**src/rtl/seq_pkg.sv**
```systemverilog
// Shared definitions for the serial bit source and the sequence detector
// bench: FSM state encoding and the default word width.
package seq_pkg;

    typedef enum logic [1:0] {
        ST_IDLE   = 2'd0,
        ST_SHIFT  = 2'd1,
        ST_PARITY = 2'd2
    } state_t;

    localparam int DEFAULT_WIDTH = 8;

endpackage

```
**src/rtl/piso_shift_reg.sv**
```systemverilog
// Load/shift register for the serial bit source. Exposes the MSB that the
// register will hold after this edge, so the top can register x directly.
// Optional macro SERIAL_BIT_SOURCE_PARITY_EN adds a parity bit captured at load.
module piso_shift_reg #(
    parameter int WIDTH = 8
) (
    input  logic             clk,
    input  logic             reset,
    input  logic             load,
    input  logic             shift,
    input  logic [WIDTH-1:0] din,
    output logic             msb_next
`ifdef SERIAL_BIT_SOURCE_PARITY_EN
    ,
    output logic             parity
`endif
);

    logic [WIDTH-1:0] sr_q;
    logic [WIDTH-1:0] sr_d;

    // Next register value: load wins over shift; MSB-first, zero fill.
    always_comb begin
        sr_d = sr_q;
        if (load) begin
            sr_d = din;
        end else if (shift) begin
            sr_d = sr_q << 1;
        end
    end

    // Shift register storage.
    always_ff @(posedge clk or negedge reset) begin
        if (!reset) begin
            sr_q <= '0;
        end else begin
            sr_q <= sr_d;
        end
    end

    assign msb_next = sr_d[WIDTH-1];

`ifdef SERIAL_BIT_SOURCE_PARITY_EN
    logic parity_q;
    logic parity_d;

    // Even parity of the whole word, captured before any bit is shifted out.
    always_comb begin
        parity_d = parity_q;
        if (load) begin
            parity_d = ^din;
        end
    end

    // Parity storage.
    always_ff @(posedge clk or negedge reset) begin
        if (!reset) begin
            parity_q <= 1'b0;
        end else begin
            parity_q <= parity_d;
        end
    end

    assign parity = parity_q;
`endif

endmodule

```
**src/rtl/serial_bit_source.sv**
```systemverilog
// Parallel-to-serial front end: accepts words over valid/ready and emits
// them MSB-first with x_valid, streaming back-to-back words without a gap.
// Optional macro SERIAL_BIT_SOURCE_PARITY_EN appends an even-parity bit.
module serial_bit_source
    import seq_pkg::*;
#(
    parameter int WIDTH = DEFAULT_WIDTH,
    parameter int CNT_W = 16
) (
    input  logic             clk,
    input  logic             reset,
    input  logic [WIDTH-1:0] din,
    input  logic             din_valid,
    output logic             din_ready,
    output logic             x,
    output logic             x_valid,
    output logic             busy,
    output logic [CNT_W-1:0] word_count
);

    localparam int BC_W = (WIDTH > 1) ? $clog2(WIDTH) : 1;
    localparam logic [BC_W-1:0] LAST_IDX = BC_W'(WIDTH - 1);

    state_t           state_q, state_d;
    logic [BC_W-1:0]  bit_cnt_q, bit_cnt_d;
    logic [CNT_W-1:0] word_count_q, word_count_d;
    logic             x_q, x_d;
    logic             x_valid_q, x_valid_d;
    logic             busy_q, busy_d;
    logic             ready_c;
    logic             load;
    logic             shift;
    logic             msb_next;
`ifdef SERIAL_BIT_SOURCE_PARITY_EN
    logic             parity;
`endif

    piso_shift_reg #(.WIDTH(WIDTH)) u_sr (
        .clk      (clk),
        .reset    (reset),
        .load     (load),
        .shift    (shift),
        .din      (din),
        .msb_next (msb_next)
`ifdef SERIAL_BIT_SOURCE_PARITY_EN
        ,
        .parity   (parity)
`endif
    );

    // Next-state, handshake and counter logic; outputs precomputed for the next cycle.
    always_comb begin
        state_d      = state_q;
        bit_cnt_d    = bit_cnt_q;
        word_count_d = word_count_q;
        ready_c      = 1'b0;
        load         = 1'b0;
        shift        = 1'b0;
        case (state_q)
            ST_IDLE: begin
                ready_c = 1'b1;
                if (din_valid) begin
                    load      = 1'b1;
                    bit_cnt_d = LAST_IDX;
                    state_d   = ST_SHIFT;
                end
            end
            ST_SHIFT: begin
                if (bit_cnt_q != '0) begin
                    shift     = 1'b1;
                    bit_cnt_d = bit_cnt_q - BC_W'(1);
                end else begin
`ifdef SERIAL_BIT_SOURCE_PARITY_EN
                    state_d = ST_PARITY;
`else
                    ready_c      = 1'b1;
                    word_count_d = word_count_q + CNT_W'(1);
                    if (din_valid) begin
                        load      = 1'b1;
                        bit_cnt_d = LAST_IDX;
                    end else begin
                        state_d = ST_IDLE;
                    end
`endif
                end
            end
`ifdef SERIAL_BIT_SOURCE_PARITY_EN
            ST_PARITY: begin
                ready_c      = 1'b1;
                word_count_d = word_count_q + CNT_W'(1);
                if (din_valid) begin
                    load      = 1'b1;
                    bit_cnt_d = LAST_IDX;
                    state_d   = ST_SHIFT;
                end else begin
                    state_d = ST_IDLE;
                end
            end
`endif
            default: begin
                state_d = ST_IDLE;
            end
        endcase

        x_d = 1'b0;
        if (state_d == ST_SHIFT) begin
            x_d = msb_next;
        end
`ifdef SERIAL_BIT_SOURCE_PARITY_EN
        else if (state_d == ST_PARITY) begin
            x_d = parity;
        end
`endif
        x_valid_d = (state_d != ST_IDLE);
        busy_d    = (state_d != ST_IDLE);
    end

    // State, counters and registered serial outputs.
    always_ff @(posedge clk or negedge reset) begin
        if (!reset) begin
            state_q      <= ST_IDLE;
            bit_cnt_q    <= '0;
            word_count_q <= '0;
            x_q          <= 1'b0;
            x_valid_q    <= 1'b0;
            busy_q       <= 1'b0;
        end else begin
            state_q      <= state_d;
            bit_cnt_q    <= bit_cnt_d;
            word_count_q <= word_count_d;
            x_q          <= x_d;
            x_valid_q    <= x_valid_d;
            busy_q       <= busy_d;
        end
    end

    assign din_ready  = ready_c & reset;
    assign x          = x_q;
    assign x_valid    = x_valid_q;
    assign busy       = busy_q;
    assign word_count = word_count_q;

endmodule
```
**config.mk**
```make
export PLATFORM = sky130hd
export DESIGN_NAME = serial_bit_source
export DESIGN_NICKNAME = d
export VERILOG_FILES = /design/src/rtl/seq_pkg.sv /design/src/rtl/piso_shift_reg.sv /design/src/rtl/serial_bit_source.sv
export SDC_FILE = /design/constraint.sdc
export NUM_CORES = 1
export LEC_CHECK = 0
export BUFFER_PORTS_ARGS = -buffer_cell sky130_fd_sc_hd__buf_2
export CAP_MARGIN = 40
export CORE_MARGIN = 2
export CORE_UTILIZATION = 50
export CTS_CLUSTER_DIAMETER = 60
export CTS_CLUSTER_SIZE = 28
export DETAILED_ROUTE_END_ITERATION = 10
export GPL_TIMING_DRIVEN = 1
export PLACE_DENSITY = 0.74
export SYNTH_ARGS = -nofsm -noshare
export SYNTH_HDL_FRONTEND = slang
export SYNTH_SLANG_ARGS = --single-unit
```
**constraint.sdc**
```tcl
create_clock -name clk -period 4.3 [get_ports clk]
set_input_delay 0.43 -clock clk [delete_from_list [all_inputs] [get_ports clk]]
set_output_delay 0.43 -clock clk [all_outputs]
set_load 0.01 [all_outputs]
```
Word-level counts from Yosys, hierarchy flattened. Index checks and enable logic that the tools add are counted.

Flip-flop bits (word level): 31. Latch bits: 0. Bits in writable memories: 0. Bits in read-only memories: 0. Bits of input ports: 11. Memories: 0.

Add/subtract/negate cells: 2. Multiply operators: 0. Divide/modulo/power cells: 0. $lt $le $gt $ge: 0. Equal/unequal tests: 2. Shift operators: 0. Mux-type cells: 17. Bitwise logic cells: 2. Reductions and logical operators: 6.

Operators with widths (number): adder 16 x 1 -> 16 bit, second input constant (1); two-way mux 8 bit (2); two-way mux 1 bit (6); two-way mux 2 bit (3); two-way mux 3 bit (2); case mux 3 bit (2 select lines) (1); nonzero test 2 bit (3); equality test 2 x 1 -> 1 bit, second input constant (2); case mux 1 bit (2 select lines) (2); case mux 2 bit (2 select lines) (1); nonzero test 3 bit (1); subtractor 3 x 1 -> 3 bit, second input constant (1); logical NOT 2 bit (1); AND reduction 2 bit (1); AND 1 bit (1); inverter 1 bit (1).

Logic depth before layout (Yosys ltp). Gate-level depths: netlist of run 1.

Depth in word-level cells: 6. Mapped depth: 7. Depth with buffers taken out: 6.

By module. Synthesis of run 1 repeated with hierarchy kept, for this count alone.

Cell total of the unflattened synthesis: 122. Area, all modules: 1427.6 um2.

By module, submodules not included: serial_bit_source (instances 1, cells each 89, area an instance 1059.8 um2, sequential area each 575.6 um2); piso_shift_reg (instances 1, cells each 33, area an instance 367.9 um2, sequential area each 200.2 um2).

Worst setup path before layout of run 1. No wires, ideal clock.

Path kind: register to output. Start: register bit_cnt_q[0]. End: output port din_ready. Arrival time: 1.314 ns. Data required time: 3.870 ns. Slack: 2.556 ns. Stages on the path, launching flop included: 7. Path through: dfrtp_1 > inv_1 > ha_1 > nand2b_1 > nand2_1 > clkbuf_1 > and3_1.

Longest elaborated chain between the ends: 4.

RTL lines: from (decl) (RTL line serial_bit_source.sv:25) `logic [BC_W-1:0] bit_cnt_q, bit_cnt_d;`; from (signal assigned) (RTL line serial_bit_source.sv:129) `bit_cnt_q <= bit_cnt_d;`; nonzero test 3 bit (RTL line serial_bit_source.sv:69) `if (bit_cnt_q != '0) begin`; two-way mux 1 bit (RTL line serial_bit_source.sv:69); case mux 1 bit (2 select lines) (RTL line serial_bit_source.sv:59) `case (state_q)`; AND 1 bit (RTL line serial_bit_source.sv:137) `assign din_ready = ready_c & reset;`; to (decl) (RTL line serial_bit_source.sv:14) `output logic din_ready,`.

No other way between the ends.

Final worst setup path of run 1. Ends and elaborated chain as after synthesis.

==> impl_results.md, run 1 <==
- Cell Area, Synth: between 1000 and 1500 µm²
- Row count: 19
- Max Clock Skew: about 0.011 ns
- Critical Path AT: roughly 1.7 ns
- Final TNS setup: 0 ns
- Clock buffer depth: 2
- Syn Area/Cell: 11.5 µm²
- CTS buffer count: 5
- Buf/Inv on CP: 2
- Total I/O pin count: 31
- Die area: between 3000 and 4000 µm²
- Met3 Resource Use GR: 6.35%
- Total grt overflow: 0
- HP Class: input pin to async pin
- CP max FO: 11
- NumNets Final: between 150 and 200
- DRT iter0 DRCs: 26
- Critical R2R Launch: bit_cnt_q[0]
- N_diodes: 0
- Startpoint Class: flip-flop
- Peak Freq: around 460 MHz
- Initial core utilization: between 50% and 60%
- Clock latency on the worst-skew pair: 0.33 ns
- Area grow syn2layout: 17.0%
- Overall routing resource usage: 18.3%
- Die W: 57.0 µm
- Setup ws final: 2.14 ns
- Yosys cell types: 31
- Most frequent cells in the layout: dfrtp_1 (30), buf_2 (30), nand2_1 (9)
- RSZ-0062 raised after global routing: no
- CTS Root Cell: clkbuf_4
- GPL Wtd Cong: a little over 0.8
- H-tree depth: 2
- Clock sinks: 30
- Met2 usage: 29.2%
- Status: complete, no violations
- Core Area: approximately 2700 µm²
- Flops & latches, synth: 30
- Postcts setup bufs: 0
- Final period util: 50.2%
- Vias in the first global route: around 1,000
- Reg clk slew, reported paths: roughly 0.10 ns
- Tightest Pin Transition: 0.741 ns
- Largest net degree at the start of global routing: 32
- Power density cells: 398 nW/µm²
- Critical Path, Cell by Cell: inv_1 > ha_1 > nand2b_1 > nand2_1 > and3_1 > buf_2
- Hpwl dp: 1780 µm
- CTS tree: built
- Vias: approximately 1,000
- Critical path required time: ~3.9 ns
- Initial antenna violation count: 0
- Crit Reg-Reg Endpoint: u_sr.sr_q[0]
- Post-synthesis compound-gate area fraction: approximately 11%
- Post-Syn Nets: about 140
- Crit-path leading delay family: simple AND/OR/NAND/NOR gates
- Final setup viols: 0
- Avg WL per Cell: 13.6 µm
- Pre-antenna DRT Iters: 4
- Max Cap Viol: 0
- Final Hold Fails: 0
- Leak: about 0.00088 µW
- Maximum vdd drop: ~0.00030 V
- R2r setup slk: ~2.3 ns
- Place WS: roughly 2.3 ns
- Layout cells sized above 1: between 20% and 30%
- Cells after Synth: 122
- Vias/cell: around 5.5
- Post-Synth XOR/XNOR Area: approximately a tenth
- Clock period minus worst slack: 2.16 ns
- Die span in y: between 50 and 60 µm
- Post-synthesis sequential area ratio: approximately 54%
- Routed WL: between 2000 and 3000 µm
- Post-synth top flop: dfrtp_1
- Largest family of logic cells by synthesized area: simple AND/OR/NAND/NOR gates
- First-pass GRT wire length: between 4000 and 5000 µm
- Met1 Use GR: a little under a quarter
- Ys Warns: 0
- CP max-delay cell: dfrtp_1
- CTS Hold Bufs: 0
- Worst R2R Path Depth: 6
- Slew Limit Fails: 0
- DRT antenna net count: 0
- Detailed-route DRC error count: 0
- Async set-reset flop share out of synthesis: 100%
- Final Core Density: 60.6%
- Post-synthesis mux area share: 0%
- Crit Path Class: flip-flop to primary output
- Rel. slew slack: just over 50%
- Port buffer count: 30
- Synth Area in Adders: 2.68%
- CP peak stage delay: 0.36 ns
- Post-synth EDFFs: 0
- CP endpoint kind: primary output
- Busiest grt layer: met2
- Post-CTS sizing: 0
- Post-synthesis simple-gate area fraction: between 10% and 20%
==> power breakdown <==
group / switching (µW) / internal (µW)
combinational: 48.6 / 47.8
sequential: 24.7 / 312
clock: 101 / 120
total: 174 / 480
==> worst max path at each step <==
stage                 start            to  slack (ns)  cells after the start
2_1_floorplan  bit_cnt_q[0]     din_ready        2.56                      6
3_3_place_gp   bit_cnt_q[0]  u_sr.sr_q[0]        2.38                      6
3_5_place_dp   bit_cnt_q[0]  u_sr.sr_q[0]        2.31                      6
4_1_cts        bit_cnt_q[0]     din_ready        2.13                      6
5_1_grt        bit_cnt_q[0]     din_ready        1.96                      6
6_report       bit_cnt_q[0]     din_ready        2.14                      6
==> kinds of logic after synthesis <==
kind of cell,count (synthesis)
compound gates,22
simple gates,39
flops,30
other cells,1
xor+xnor,15
buf+inv,12
fa+ha+maj,3
==> routing by layer <==
metal  routed length, µm  part of all wire [%]  vias to the layer above
met5                   0                     0                        -
met4                  45                   1.8                        0
met3                 161                   6.3                        6
met2                1220                    48                       32
met1                1110                    44                      495
li1                    -                     -                      498
==> per-stage QoR <==
stage | std cells | hold WS, ns | total power, µW | area, µm²
after detailed placement | 179 | 0.470 | 439 | 1560
after global routing | 187 | 0.154 | 691 | 1640
final | 187 | 0.114 | 654 | 1640
after CTS | 187 | 0.130 | 661 | 1640
after floorplan | 122 | 0.134 | 408 | 1400
after global placement | 179 | 0.459 | 434 | 1560
==> synth_stat cells (2+ instances only) <==
cell / n / area, µm²
and2_1: 2 / 12.5
xor2_1: 7 / 61.3
ha_1: 3 / 37.5
inv_1: 7 / 26.3
a2bb2oi_1: 8 / 70.1
nor2_1: 4 / 15.0
nand2_1: 9 / 33.8
dfrtp_1: 30 / 751
and3_1: 6 / 37.5
nor3_2: 2 / 20.0
nand4_1: 2 / 12.5
xnor2_1: 8 / 70.1
o21ai_0: 2 / 10.0
o22ai_1: 6 / 37.5
nand4_2: 2 / 25.0
a21oi_1: 3 / 15.0
nand3_1: 7 / 35.0
==> cell type report <==
| class | count | area, µm² |
|---|---|---|
| multi-input cells | 80 | 594 |
| well taps | 31 | 38.8 |
| inverters | 8 | 30.0 |
| repair buffers | 30 | 150 |
| clock buffers | 5 | 37.5 |
| fillers | 224 | 1070 |
| flip-flops and latches | 30 | 751 |
| clock inverters | 3 | 40.0 |
==> registers in the layout (all words and copies together) (netlist names) <==
register	count
x	1
state_q	2
busy	1
word_count	16
bit_cnt_q	3
u_sr.sr_q	7
==> worst reg2reg max path: stages, from the launching register on <==
cell and delay, ns:
dfrtp_1 0.33, inv_1 0.07, ha_1 0.25, nand2b_1 0.12, nand2_1 0.22, a21oi_1 0.68, o32ai_1 0.20
(Power assumes the default switching activity.)
==> run 2: changes to the inputs <==
Settings changed: CORE_UTILIZATION 50 to 47, PLACE_DENSITY 0.74 to 0.73.
Clock period 4.3 ns to 1.77 ns, I/O delays scaled along.
==> run 2 against run 1 <==
Against the previous run: the flow now finishes with violations (design-rule violations); first-iteration DRC count increased by 7.7%; highest routed layer unchanged; clock skew decreased by 0.0036 ns; clock power increased to 3.3 times the previous value.
==> impl_results.md, run 2 (synthesized netlist as in run 1, its figures left out) <==
- Status: finished, violations left
- Violated checks: design-rule violations
- Avg WL per Cell: between 10 and 15 µm
- Largest net degree at the start of global routing: 31
- Post-Layout Cell Count: 195
- Final period util: 93.4%
- Setup ws final: approximately 0.12 ns
- Power density cells: between 1000 and 1500 nW/µm²
- Max Cap Viol: 0
- Layout cells sized above 1: between 30% and 40%
- First-pass GRT wire length: 4470 µm
- Die area: roughly 3400 µm²
- Row count: 19
- Critical Path AT: around 1.5 ns
- NumNets Final: ~180
- CTS Root Cell: clkbuf_4
- CP max-delay cell: dfrtp_1
- Area grow syn2layout: 25.6%
- Reg clk slew, reported paths: 0.09 ns
- Worst R2R Path Depth: 8
- DRT antenna net count: 0
- Die W: between 50 and 60 µm
- Leak: 0.000927 µW
- Vias in the first global route: slightly below 1,000
- Routed WL: approximately 2700 µm
- Pre-antenna DRT Iters: 7
- Final Hold Fails: 0
- Initial core utilization: between 50% and 60%
- Hpwl dp: 1890 µm
- Fill cells: between 200 and 250
- Clock period minus worst slack: 1.65 ns
- Clock sinks: 30
- M1 WL: about 1300 µm
- DP Cell Count: between 150 and 200
- CP endpoint kind: primary output
- N_diodes: 0
- Vias: around 1,100
- Detailed-route DRC error count: 1
- Final setup viols: 0
- Maximum vdd drop: 0.000648 V
- Critical Path, Cell by Cell: inv_2 > ha_4 > nand2b_1 > nand2_4 > and3_1 > buf_2
- CP peak stage delay: around 0.37 ns
- Worst Hold Path Cells: 3
- Initial antenna violation count: 0
- H-tree depth: 2
- Slew Limit Fails: 0
- DRT iter0 DRCs: 28
- Place WS: roughly 0.13 ns
- Area after DPL: between 1500 and 2000 µm²
- Max reg flops: 16
- CTS tree: built
- Hold slack: about 0.095 ns
- GPL Wtd Cong: 0.761
- Total I/O pin count: 31
- Routed met2 length: roughly 1200 µm
- Peak Freq: ~610 MHz
- CTS buffer count: 5
- Vias/cell: 5.58
- Top layer in use: met4
- Clock latency on the worst-skew pair: around 0.33 ns
- Crit Path Class: flip-flop to primary output
- Startpoint Class: flip-flop
- Port buffer count: 30
- Critical path required time: about 1.6 ns
- CP max FO: 5
- Clock buffer depth: 2
- Total grt overflow: 0
- Final instance area: around 1800 µm²
- WL met3: around 170 µm
- HP Class: input pin to flip-flop
- Max Clock Skew: roughly 0.0078 ns
- Final Core Density: between 60% and 70%
- Die span in y: just under 60 µm
- Most frequent cells in the layout: dfrtp_1 (30), buf_2 (30), nand2_1 (8), a2bb2oi_1 (8), xnor2_1 (8)
- Core Area: 2810 µm²
- Overall routing resource usage: ~18%
-- run 2: changes by cell type in the layout (fill, tap and decap cells not counted), moves of 2 or more --
| cell | delta |
|---|---|
| inv_1 | -2 |
| inv_2 | +2 |
| buf_4 | +7 |
| clkinv_2 | -2 |
-- run 2: worst max-delay path, delay by kind of cell (launching register included) --
family / cells / cell delay (ns)
DFF: 1 / 0.37
adders and majority gates: 1 / 0.17
and+or+nand+nor: 3 / 0.42
buffers and inverters: 2 / 0.19
-- run 2: final cells by class --
cell class | count | area [µm²] | area share, %
timing repair buffer | 38 | 213 | 12.1
multi-input combinational | 80 | 614 | 34.9
clock inverter | 2 | 60.1 | 3.41
inverter | 8 | 33.8 | 1.92
clock buffer | 6 | 51.3 | 2.91
tap | 31 | 38.8 | 2.20
sequential | 30 | 751 | 42.6
-- run 2: what timing repair did --
action                                  CTS  global route
pin swaps                                 1             1
resized for setup                         3             4
hold endpoints to repair                 30             0
hold buffers                              1             0
endpoints found under the setup margin    1             2
setup buffers                             0             3
-- run 2: stage by stage --
stage | TNS (ns) | power [µW]
6_report | 0 | 1830
5_1_grt | -0.0180 | 1920
4_1_cts | 0 | 1810
3_5_place_dp | 0 | 1080
3_3_place_gp | 0 | 1070
2_1_floorplan | 0 | 990
-- run 2: report_power, final --
| part | switching [µW] | internal [µW] | leakage (µW) |
|---|---|---|---|
| combinational | 131 | 145 | 0.000487 |
| clock | 242 | 478 | 0.0000585 |
| sequential | 71.7 | 757 | 0.000382 |
-- run 2: layer usage --
layer	GRT usage [%]	vias up
met1	23.1	544
li1	-	513
met3	7.03	6
met2	25.5	26
met4	8.77	0
met5	0	-
-- run 2: path summary, 6_finish.rpt --
check / startpoint / endpoint / slack (ns)
setup / recovery: bit_cnt_q[1] / din_ready / 0.12
hold / removal: din[0] / u_sr.sr_q[0] / 0.09
setup reg to reg: bit_cnt_q[1] / bit_cnt_q[1] / 0.14
hold reg to reg: word_count[15] / word_count[15] / 0.50
max in group asynchronous: reset / word_count[12] / 1.10
min in group asynchronous: reset / state_q[1] / 0.39
==> run 3: changes to the inputs <==
Settings changed: RECOVER_POWER set to 25.
==> run 3 against run 2 <==
Against the previous run: the run still ends with design-rule violations left; worst hold slack did not move; cell area is 0.21% lower; wire length about the same; die area stayed put; sequential power about the same; first-iteration DRC count stayed put; register-to-register slack about the same; utilization is 0.13 points lower; critical path type unchanged; critical endpoint unchanged; largest cell class unchanged; largest power group unchanged.
==> impl_results.md, run 3 (synthesized netlist as in run 1, its figures left out) <==
- Pre-antenna DRT Iters: 7
- Fill cells: 220
- Tightest Pin Transition: approximately 0.73 ns
- Crit Path Class: flip-flop to primary output
- R2r setup slk: between 0.1 and 0.15 ns
- Area grow syn2layout: 25.3%
- Max Cap Viol: 0
- Critical Path, Cell by Cell: inv_2 > ha_4 > nand2b_1 > nand2_4 > and3_1 > buf_2
- Clock period minus worst slack: roughly 1.7 ns
- CTS buffer count: 5
- CTS tree: built
- Status: finished, violations left
- Vias: 1,089
- Overall routing resource usage: 17.6%
- Hpwl dp: ~1900 µm
- CP endpoint kind: primary output
- Total grt overflow: 0
- Row count: 19
- Die W: between 50 and 60 µm
- Clock latency on the worst-skew pair: 0.33 ns
- Power density cells: roughly 1000 nW/µm²
- Vias in the first global route: between 900 and 1,000
- Initial core utilization: between 50% and 60%
- Final setup viols: 0
- Rel. slew slack: roughly 52%
- Max Clock Skew: 0.00776 ns
- GPL Wtd Cong: between 0.7 and 0.8
- CTS Root Cell: clkbuf_4
- Clock buffer depth: 2
- Vias/cell: around 5.6
- Largest net degree at the start of global routing: 31
- Most frequent cells in the layout: dfrtp_1 (30), buf_2 (29), nand2_1 (8), a2bb2oi_1 (8), xnor2_1 (8)
- CP max-delay cell: dfrtp_1
- Avg WL per Cell: roughly 14 µm
- HP Class: input pin to flip-flop
- H-tree depth: 2
- Final TNS setup: 0 ns
- Violated checks: design-rule violations
- Maximum vdd drop: around 0.00065 V
- Die span in y: between 50 and 60 µm
- Total I/O pin count: 31
- NumNets Final: between 150 and 200
- Port buffer count: 30
- DRT antenna net count: 0
- PnR Total Power: around 1800 µW
- Final Hold Fails: 0
- Core Area: between 2000 and 3000 µm²
- Layout cells sized above 1: approximately 34%
- Routed WL: 2710 µm
- Final period util: 93.4%
- Critical Path AT: about 1.5 ns
- Commonest non-fill, non-tap cell in the layout: dfrtp_1
- Critical path required time: 1.59 ns
- Post-Layout Cell Count: 195
- Max reg flops: 16
- First-pass GRT wire length: 4470 µm
- Peak Freq: 605 MHz
- CP max FO: 5
- Initial antenna violation count: 0
- CP peak stage delay: 0.37 ns
- Leak: slightly above 0.0009 µW
- DRT iter0 DRCs: 28
- Reg clk slew, reported paths: around 0.09 ns
- Detailed-route DRC error count: 1
- N_diodes: 0
- DP Cell Count: approximately 180
- Clock sinks: 30
- Setup ws final: about 0.12 ns
- Die area: roughly 3400 µm²
- Place WS: 0.126 ns
- Startpoint Class: flip-flop
- Slew Limit Fails: 0
## run 3: changes by cell type in the layout (fill, tap and decap cells not counted)
cell	delta
buf_2	-1
buf_4	-1
clkbuf_2	+1
clkbuf_1	+1
## run 3: final cells by class
| cell class | count | area [µm²] | share of cell area [%] |
|---|---|---|---|
| clock buffer | 6 | 51.3 | 2.92 |
| clock inverter | 2 | 60.1 | 3.42 |
| inverter | 8 | 33.8 | 1.92 |
| multi-input combinational | 80 | 614 | 34.9 |
| sequential | 30 | 751 | 42.7 |
| tap | 31 | 38.8 | 2.21 |
| timing repair buffer | 38 | 209 | 11.9 |
## run 3: timing repair
| item | CTS | global route |
|---|---|---|
| endpoints found under the hold margin | 30 | 0 |
| endpoints found under the setup margin | 1 | 2 |
| gates resized for setup | 3 | 4 |
| hold buffers | 1 | 0 |
| pin swaps | 1 | 1 |
| setup buffers | 0 | 3 |
## run 3: power by group
group	switching (µW)	internal, µW
sequential	71.7	757
combinational	131	144
clock	242	478
## run 3: critical path, delay by kind of cell, from the launching register on
family                   cells  cell delay, ns
flip-flops                   1            0.37
adder cells (fa/ha/maj)      1            0.17
buffers and inverters        2            0.19
AND/OR/NAND/NOR              3            0.42
## run 3: per-stage QoR
stage	hold WS (ns)	utilization, %	area, µm²
floorplan	-0.119	-	1400
global placement	0.227	56.8	1590
detailed placement	0.233	56.8	1590
CTS	0.0832	61.5	1730
global route	0.0709	62.7	1760
finish	0.0948	62.7	1760
## run 3: metal layers
| layer | GRT usage (%) | wire, µm |
|---|---|---|
| met5 | 0 | 0 |
| met4 | 8.77 | 44 |
| met3 | 7.03 | 166 |
| met2 | 25.5 | 1240 |
| met1 | 23.1 | 1260 |
## run 3: final timing paths
path | startpoint | endpoint | cells after the start
max | bit_cnt_q[1] | din_ready | 6
min | din[0] | u_sr.sr_q[0] | 3
max reg2reg | bit_cnt_q[1] | bit_cnt_q[1] | 8
min reg2reg | word_count[15] | word_count[15] | 1
max in group asynchronous | reset | word_count[12] | 3
min in group asynchronous | reset | state_q[1] | 3
